<file path="config.mk">
export PLATFORM = sky130hd
export DESIGN_NAME = cyclic_decoder
export DESIGN_NICKNAME = d
export VERILOG_FILES = /design/src/rtl/cyclic_decoder.sv
export SDC_FILE = /design/constraint.sdc
export NUM_CORES = 1
export LEC_CHECK = 0
export BUFFER_PORTS_ARGS = -buffer_cell sky130_fd_sc_hd__buf_2
export CORE_AREA = 3 3 50 52
export CTS_CLUSTER_SIZE = 8
export DETAILED_ROUTE_END_ITERATION = 6
export DIE_AREA = 0 0 53 55
export PLACE_DENSITY = 0.73
export SYNTH_ARGS = -nofsm -noshare
export SYNTH_HDL_FRONTEND = slang
export SYNTH_SLANG_ARGS = --single-unit
</file>
<file path="constraint.sdc">
create_clock -name clk -period 2 [get_ports clk]
set_input_delay 0.1 -clock clk [delete_from_list [all_inputs] [get_ports clk]]
set_output_delay 0.1 -clock clk [all_outputs]
set_load 0.05 [all_outputs]
</file>
<file path="src/rtl/cyclic_decoder.sv">
// cyclic_decoder: serial decoder for the systematic (7,4) cyclic Hamming code.
// Received bits arrive high-order first (c6..c0). The syndrome is built with
// an LFSR while receiving. A Meggitt pass then rotates the buffer once and
// flips the single bit whose syndrome pattern lines up with SYND_MATCH.
// Optional feature macro: CYCDEC_STATUS_EN adds clr_count/err_count, a
// saturating count of words delivered with a correction applied.
module cyclic_decoder #(
   parameter int N = 7,
   parameter int K = 4,
   parameter logic [N-K:0]   GPOLY      = 4'b1011,
   parameter logic [N-K-1:0] SYND_MATCH = 3'b101
) (
   input  logic           clk,
   input  logic           rst,
   input  logic           in_valid,
   input  logic           in_bit,
   output logic           in_ready,
   output logic           out_valid,
   input  logic           out_ready,
   output logic [K-1:0]   msg,
   output logic [N-K-1:0] syndrome,
   output logic           corrected
`ifdef CYCDEC_STATUS_EN
   ,
   input  logic           clr_count,
   output logic [7:0]     err_count
`endif
);

   localparam int R  = N - K;
   localparam int CW = $clog2(N);

   // x^e mod g(x), used to confirm SYND_MATCH agrees with GPOLY.
   function automatic logic [R-1:0] xpow_mod_g(input int e);
      logic [R-1:0] s;
      s = R'(1);
      for (int i = 0; i < e; i++) begin
         s = {s[R-2:0], 1'b0} ^ (s[R-1] ? GPOLY[R-1:0] : '0);
      end
      return s;
   endfunction

   generate
      if (xpow_mod_g(N - 1) != SYND_MATCH || GPOLY[R] != 1'b1 || N != (1 << R) - 1) begin : g_param_check
         $fatal(1, "cyclic_decoder: SYND_MATCH, GPOLY and N are inconsistent");
      end
   endgenerate

   typedef enum logic [1:0] {
      ST_RECV = 2'd0,
      ST_CORR = 2'd1,
      ST_OUT  = 2'd2
   } state_t;

   state_t          state_reg, state_next;
   logic [N-1:0]    cw_reg, cw_next;
   logic [R-1:0]    s_reg, s_next;
   logic [CW-1:0]   count_reg, count_next;
   logic [K-1:0]    msg_reg, msg_next;
   logic [R-1:0]    synd_reg, synd_next;
   logic            corr_reg, corr_next;
   logic            valid_reg, valid_next;

   logic            fb_in;
   logic [R-1:0]    lfsr_next;
   logic            hit;

   // Receive feeds the incoming bit into the LFSR; the correction pass feeds zero.
   assign fb_in = (state_reg == ST_RECV) & in_bit;
   assign hit   = (s_reg == SYND_MATCH);

   // Syndrome LFSR: multiply by x, shift in fb_in, reduce by g(x).
   assign lfsr_next[0] = fb_in ^ (s_reg[R-1] & GPOLY[0]);
   generate
      for (genvar gi = 1; gi < R; gi++) begin : g_lfsr
         assign lfsr_next[gi] = s_reg[gi-1] ^ (s_reg[R-1] & GPOLY[gi]);
      end
   endgenerate

   // State register.
   always_ff @(posedge clk) begin
      if (rst) state_reg <= ST_RECV;
      else     state_reg <= state_next;
   end

   // Next-state, datapath next values and handshake outputs.
   always_comb begin
      state_next = state_reg;
      cw_next    = cw_reg;
      s_next     = s_reg;
      count_next = count_reg;
      msg_next   = msg_reg;
      synd_next  = synd_reg;
      corr_next  = corr_reg;
      valid_next = valid_reg;
      in_ready   = 1'b0;
      case (state_reg)
         ST_RECV: begin
            in_ready = 1'b1;
            if (in_valid) begin
               cw_next = {cw_reg[N-2:0], in_bit};
               s_next  = lfsr_next;
               if (count_reg == CW'(N - 1)) begin
                  count_next = '0;
                  synd_next  = lfsr_next;
                  state_next = ST_CORR;
               end else begin
                  count_next = count_reg + 1'b1;
               end
            end
         end
         ST_CORR: begin
            // Rotate the buffer, flipping the outgoing bit when the syndrome
            // has walked round to the pattern of an error in the top position.
            cw_next = {cw_reg[N-2:0], cw_reg[N-1] ^ hit};
            if (hit) begin
               corr_next = 1'b1;
               s_next    = '0;
            end else begin
               s_next = lfsr_next;
            end
            if (count_reg == CW'(N - 1)) begin
               count_next = '0;
               msg_next   = cw_next[N-1 -: K];
               valid_next = 1'b1;
               state_next = ST_OUT;
            end else begin
               count_next = count_reg + 1'b1;
            end
         end
         ST_OUT: begin
            if (out_ready) begin
               valid_next = 1'b0;
               corr_next  = 1'b0;
               s_next     = '0;
               state_next = ST_RECV;
            end
         end
         default: begin
            state_next = ST_RECV;
         end
      endcase
   end

   // Datapath registers.
   always_ff @(posedge clk) begin
      if (rst) begin
         cw_reg    <= '0;
         s_reg     <= '0;
         count_reg <= '0;
         msg_reg   <= '0;
         synd_reg  <= '0;
         corr_reg  <= 1'b0;
         valid_reg <= 1'b0;
      end else begin
         cw_reg    <= cw_next;
         s_reg     <= s_next;
         count_reg <= count_next;
         msg_reg   <= msg_next;
         synd_reg  <= synd_next;
         corr_reg  <= corr_next;
         valid_reg <= valid_next;
      end
   end

   assign out_valid = valid_reg;
   assign msg       = msg_reg;
   assign syndrome  = synd_reg;
   assign corrected = corr_reg;

`ifdef CYCDEC_STATUS_EN
   logic [7:0] err_cnt_reg;

   // Saturating count of delivered words that needed a correction.
   always_ff @(posedge clk) begin
      if (rst || clr_count) begin
         err_cnt_reg <= '0;
      end else if (valid_reg && out_ready && corr_reg && err_cnt_reg != 8'hFF) begin
         err_cnt_reg <= err_cnt_reg + 8'd1;
      end
   end

   assign err_count = err_cnt_reg;
`endif

endmodule
</file>
# Word level (Yosys, flattened, before mapping)
# Cells that the tools add are included.
# totals
reg_bits,24
latch_bits,0
mem_bits_rw,0
romBits,0
in_bits,5
output_inout_bits,10
elab_cells,53
mem_count,0
# classes
addsub,1
multipliers,0
n_div,0
n_lt_le_gt_ge,0
eq_ne,9
shifts,0
n_mux,20
bitwise,4
reduce_logical,11
# op_table
cell,n
two-way mux 3 bit,5
one-hot mux 7 bit (2 select lines),1
AND reduction 3 bit,4
one-hot mux 3 bit (3 select lines),1
two-way mux 2 bit,4
"inequality test 2 bit, second input constant",4
two-way mux 7 bit,1
"== test 3 bit, second input constant",2
one-hot mux 2 bit (3 select lines),1
one-hot mux 3 bit (2 select lines),1
two-way mux 1 bit,4
one-hot mux 1 bit (2 select lines),2
AND reduction 2 bit,2
AND reduction 4 bit,1
nonzero test 2 bit,2
"adder 3 x 1 -> 3 bit, second input constant",1
nonzero test 3 bit,1
bitwise XOR 1 bit,3
"== test 2 x 1 -> 1 bit, second input constant",1
"== test 2 bit, second input constant",1
logical NOT 2 bit,1
"inequality test 2 x 1 -> 1 bit, second input constant",1
bitwise AND 1 bit,1

# Longest topological paths before layout
# logic_depth
ltp_word,5
ltp_mapped,8
mapped_depth_nobuf,6

# Least setup slack after synthesis
# Ideal clock, no wire load.
# synth_timing
kind,register to register
from,register state_reg[0]
to,register cw_reg[0]
setup_time_ps,132
arrival_ps,1712
t_required_ps,1868
path_slack_ps,156
path_stages_with_launch,9
n_path_buf,2
period_less_slack_ps,1844
cell_sequence,dfxtp_1 -> inv_1 -> ha_1 -> buf_4 -> mux2i_1 -> buf_2 -> nor2_1 -> o21ai_0 -> a21oi_1
# synth_via
elab_chain_len,3
word_cells_on_any_way,6
cone_classes,2 x eq/ne; 1 x mux; 3 x reduce/logical
# synth_rtl
item,line_no,rtl
"start, declared",55,"state_t state_reg, state_next;"
"start signal, assigned",83,else state_reg <= state_next;
== test 2 x 1 -> 1 bit / logical NOT 2 bit (equally long branches),97,case (state_reg)
nonzero test 2 bit (no line) / inequality test 2 bit (equally long branches),n/a,
AND reduction 2 bit (no line),n/a,
"end signal, assigned",156,cw_reg <= cw_next;
"end, declared",56,"logic [N-1:0] cw_reg, cw_next;"
# Several ways; a longest one is shown, not always the timed one.
# A chain may end at the register's enable or synchronous reset.

# Worst setup path in the final report
# layout_timing
from,register state_reg[1]
to,register count_reg[2]
# layout_via
elab_chain_len,3
word_cells_on_any_way,6
cone_classes,2 x eq/ne; 1 x mux; 3 x reduce/logical
# layout_rtl
item,line_no,rtl
== test 2 x 1 -> 1 bit / logical NOT 2 bit (equally long branches),97,
nonzero test 2 bit (no line) / inequality test 2 bit (equally long branches),n/a,
AND reduction 2 bit (no line),n/a,
"end signal, assigned",158,count_reg <= count_next;
"end, declared",58,"logic [CW-1:0] count_reg, count_next;"
# Several ways; a longest one is shown, not always the timed one.

==> results.txt <==
Fmax: 585 MHz
Multi-input logic area: 581 um2
Max Cap Viol: 0
Synth Register Bits: 24
PortBufs: 14
Layout cells sized above 1: 0.172
I/O pins: 15
Crit path arrival time: 1.93 ns
Number of hold buffers added after cts: 0
Top cell type's share of synthesized area: 0.427
Die height: 55 um
Routed Antenna Nets: 0
Min-delay src: out_ready
Post-CTS Setup Bufs: 0
Gr ovfl total: 0
RSZ-0062 raised after global routing: no
Syn_nets: 143
Worst Setup End Kind: register
Post-DP Area: 1200 um2
Final net count: 156
Maximum clock insertion buffer count: 2
Largest area contributor in the netlist: dfxtp_1
Largest incremental delay on the critical path: 0.44 ns
Final hold vios: 0
Final-layout fill cell count: 207
H-tree levels: 1
DR vias: 939
First-pass GRT wire length: 3.39 mm
Crit start category: register
Largest net degree at the start of global routing: 27
R2R setup slack: 0.29 ns
Final Power: 0.805 mW
CP Cell Sequence: inv_1 > ha_1 > inv_2 > o21ai_2 > a31oi_1 > a311oi_1
DPL Wire Length: 1.61 mm
Seq. cell area: 480 um2
Max reg flops: 7
Type of the worst setup path: reg -> reg
Num CTS Buffers: 3
Pins over their slew limit: 0
Post-Layout Cell Count: 173
Placed Cells: 169
Crit path buffers/inverters: 2
Initial Util: 0.524
CP delay by family, top: compound AO/OA/AOI/OAI gates
FP Rows: 17
P_leak: 0.504 nW
Worst-Margin Slew: 0.462 ns
Hold Path Sink: corrected
Max VDD drop: 427 uV
Crit-path slowest cell: ha_1
Worst slew margin: 0.692
Total track usage: 0.160
Synth Instances: 133
Seq/Total Area, Yosys: 0.427
Yosys cell types: 35
Top area cells in the synthesized netlist: dfxtp_1, nand2_1, a21oi_1, ha_1, mux2i_1
Crit-path max FO: 12
Routed WL: 2.15 mm
Main synth FF type: dfxtp_1
Post-CTS Resized: 0
Die area: 2920 um2
Final Instance Area: 1240 um2
Worst Reg-to-Reg Cells: 6
Vias in the first global route: 834
Critical path required time: 2.22 ns
CTS sink count: 24
First-pass iteration count of the detailed router: 4
Ys async rst share: 0
Final setup violation count: 0
Avg WL per Cell: 12.4 um
Worst Skew: 0.00905 ns
Post-Route Setup TNS: 0 ns
Syn avg cell area: 8.46 um2
Clock Pin Slew Worst Setup and Hold Paths: 0.13 ns
Initial antenna violation count: 0
Reg2Reg Launch Point: state_reg[1]
RePlAce Congestion: 0.796
Worst hold stages: 4
Capture point of the worst reg-to-reg path: count_reg[2]
Power density cells: 651 nW/um2
Hold WC Path Type: in -> reg
Diode count: 0
CTS tree: yes
Synthesis Warnings: 0
Detail-routed via count per cell: 5.43
DRT iter0 DRCs: 14
EDFF count, synth: 0
Root buffer cell: clkbuf_4
Clock period minus worst slack: 1.71 ns
Status: complete, no violations
Mapped cell area: 1120 um2
Core footprint: 2150 um2
Drt drc: 0
Hold WS: 0.133 ns
Clock Latency Late Sink: 0.31 ns
Period utilization: 0.854
Width of the die: 53 um
Synth-to-layout area growth: 9.90%
area by class of cell:
| type | instances | area share |
|---|---|---|
| Multi-Input combinational cell | 96 | 0.470 |
| Sequential cell | 24 | 0.389 |
| Timing Repair Buffer | 16 | 0.0688 |
| Clock buffer | 4 | 0.0294 |
| Tap cell | 28 | 0.0283 |
| Inverter | 5 | 0.0152 |
through the flow:
stage | util | worst slack, ns
finish | 0.575 | 0.292
global route | 0.575 | 0.140
CTS | 0.575 | 0.298
detailed placement | 0.559 | 0.332
global placement | 0.559 | 0.437
floorplan | - | 0.156
kinds of logic after synthesis:
group           Yosys count  synth area share
flops                    24             0.427
buf+inv                  13            0.0567
simple gates             52             0.210
fa+ha+maj                 5            0.0556
xor+xnor                  3            0.0234
mux                       6            0.0534
compound gates           30             0.174
routing by layer:
layer,global-route usage,share of wire
met5,0,0
met4,0.0766,0.013
met3,0.0241,0.033
met2,0.298,0.50
met1,0.178,0.45
layout by cell type (no fill, tap or decap):
cell type   n
nor2_2      1
nand2_1    25
nand2b_2    1
mux2i_1     6
clkbuf_8    1
a31oi_1     1
nand2b_1    1
a21oi_1    14
a221oi_1    1
a311o_1     1
o21ai_2     1
nor3_1      1
a22oi_1     1
clkbuf_4    3
ha_1        5
and3_1      1
dfxtp_1    24
and3b_1     2
nor3b_1     1
xor2_1      1
a211oi_1    4
buf_2      14
a21boi_0    1
xnor2_1     2
o31ai_1     1
buf_4       2
o21ai_0     2
o211ai_2    1
a311oi_1    1
inv_2       1
a21o_1      1
nand3b_1    2
nand3_1     5
nor2_1     12
inv_1       4
worst min-delay path, cell delays in order:
cell and delay [ns]:
buf_2 0.11, nand2_1 0.05, a22oi_1 0.08, nor2_1 0.08
worst max path at each step:
stage / start / endpoint / slack (ns) / depth (start not counted)
2_1_floorplan: state_reg[0] / cw_reg[0] / 0.16 / 8
3_3_place_gp: state_reg[0] / s_reg[1] / 0.44 / 6
3_5_place_dp: state_reg[1] / count_reg[2] / 0.33 / 6
4_1_cts: state_reg[1] / count_reg[2] / 0.30 / 6
5_1_grt: state_reg[1] / count_reg[0] / 0.14 / 7
6_report: state_reg[1] / count_reg[2] / 0.29 / 6
synth_stat cells (2+ instances only):
cell type	instances
nand2_1	25
and3b_1	2
a211oi_1	4
a21oi_1	14
ha_1	5
clkbuf_1	3
o21ai_0	2
dfxtp_1	24
xnor2_1	2
nand3_1	5
nor2_1	12
buf_2	3
mux2i_1	6
inv_1	4
nand3b_1	2
where the power goes:
part	total [mW]	switching (mW)	internal (mW)
Combinational	0.0553	0.0327	0.0226
Clock	0.254	0.143	0.111
Sequential	0.496	0.00875	0.487
Note: power is estimated with default switching activity, not from simulation.
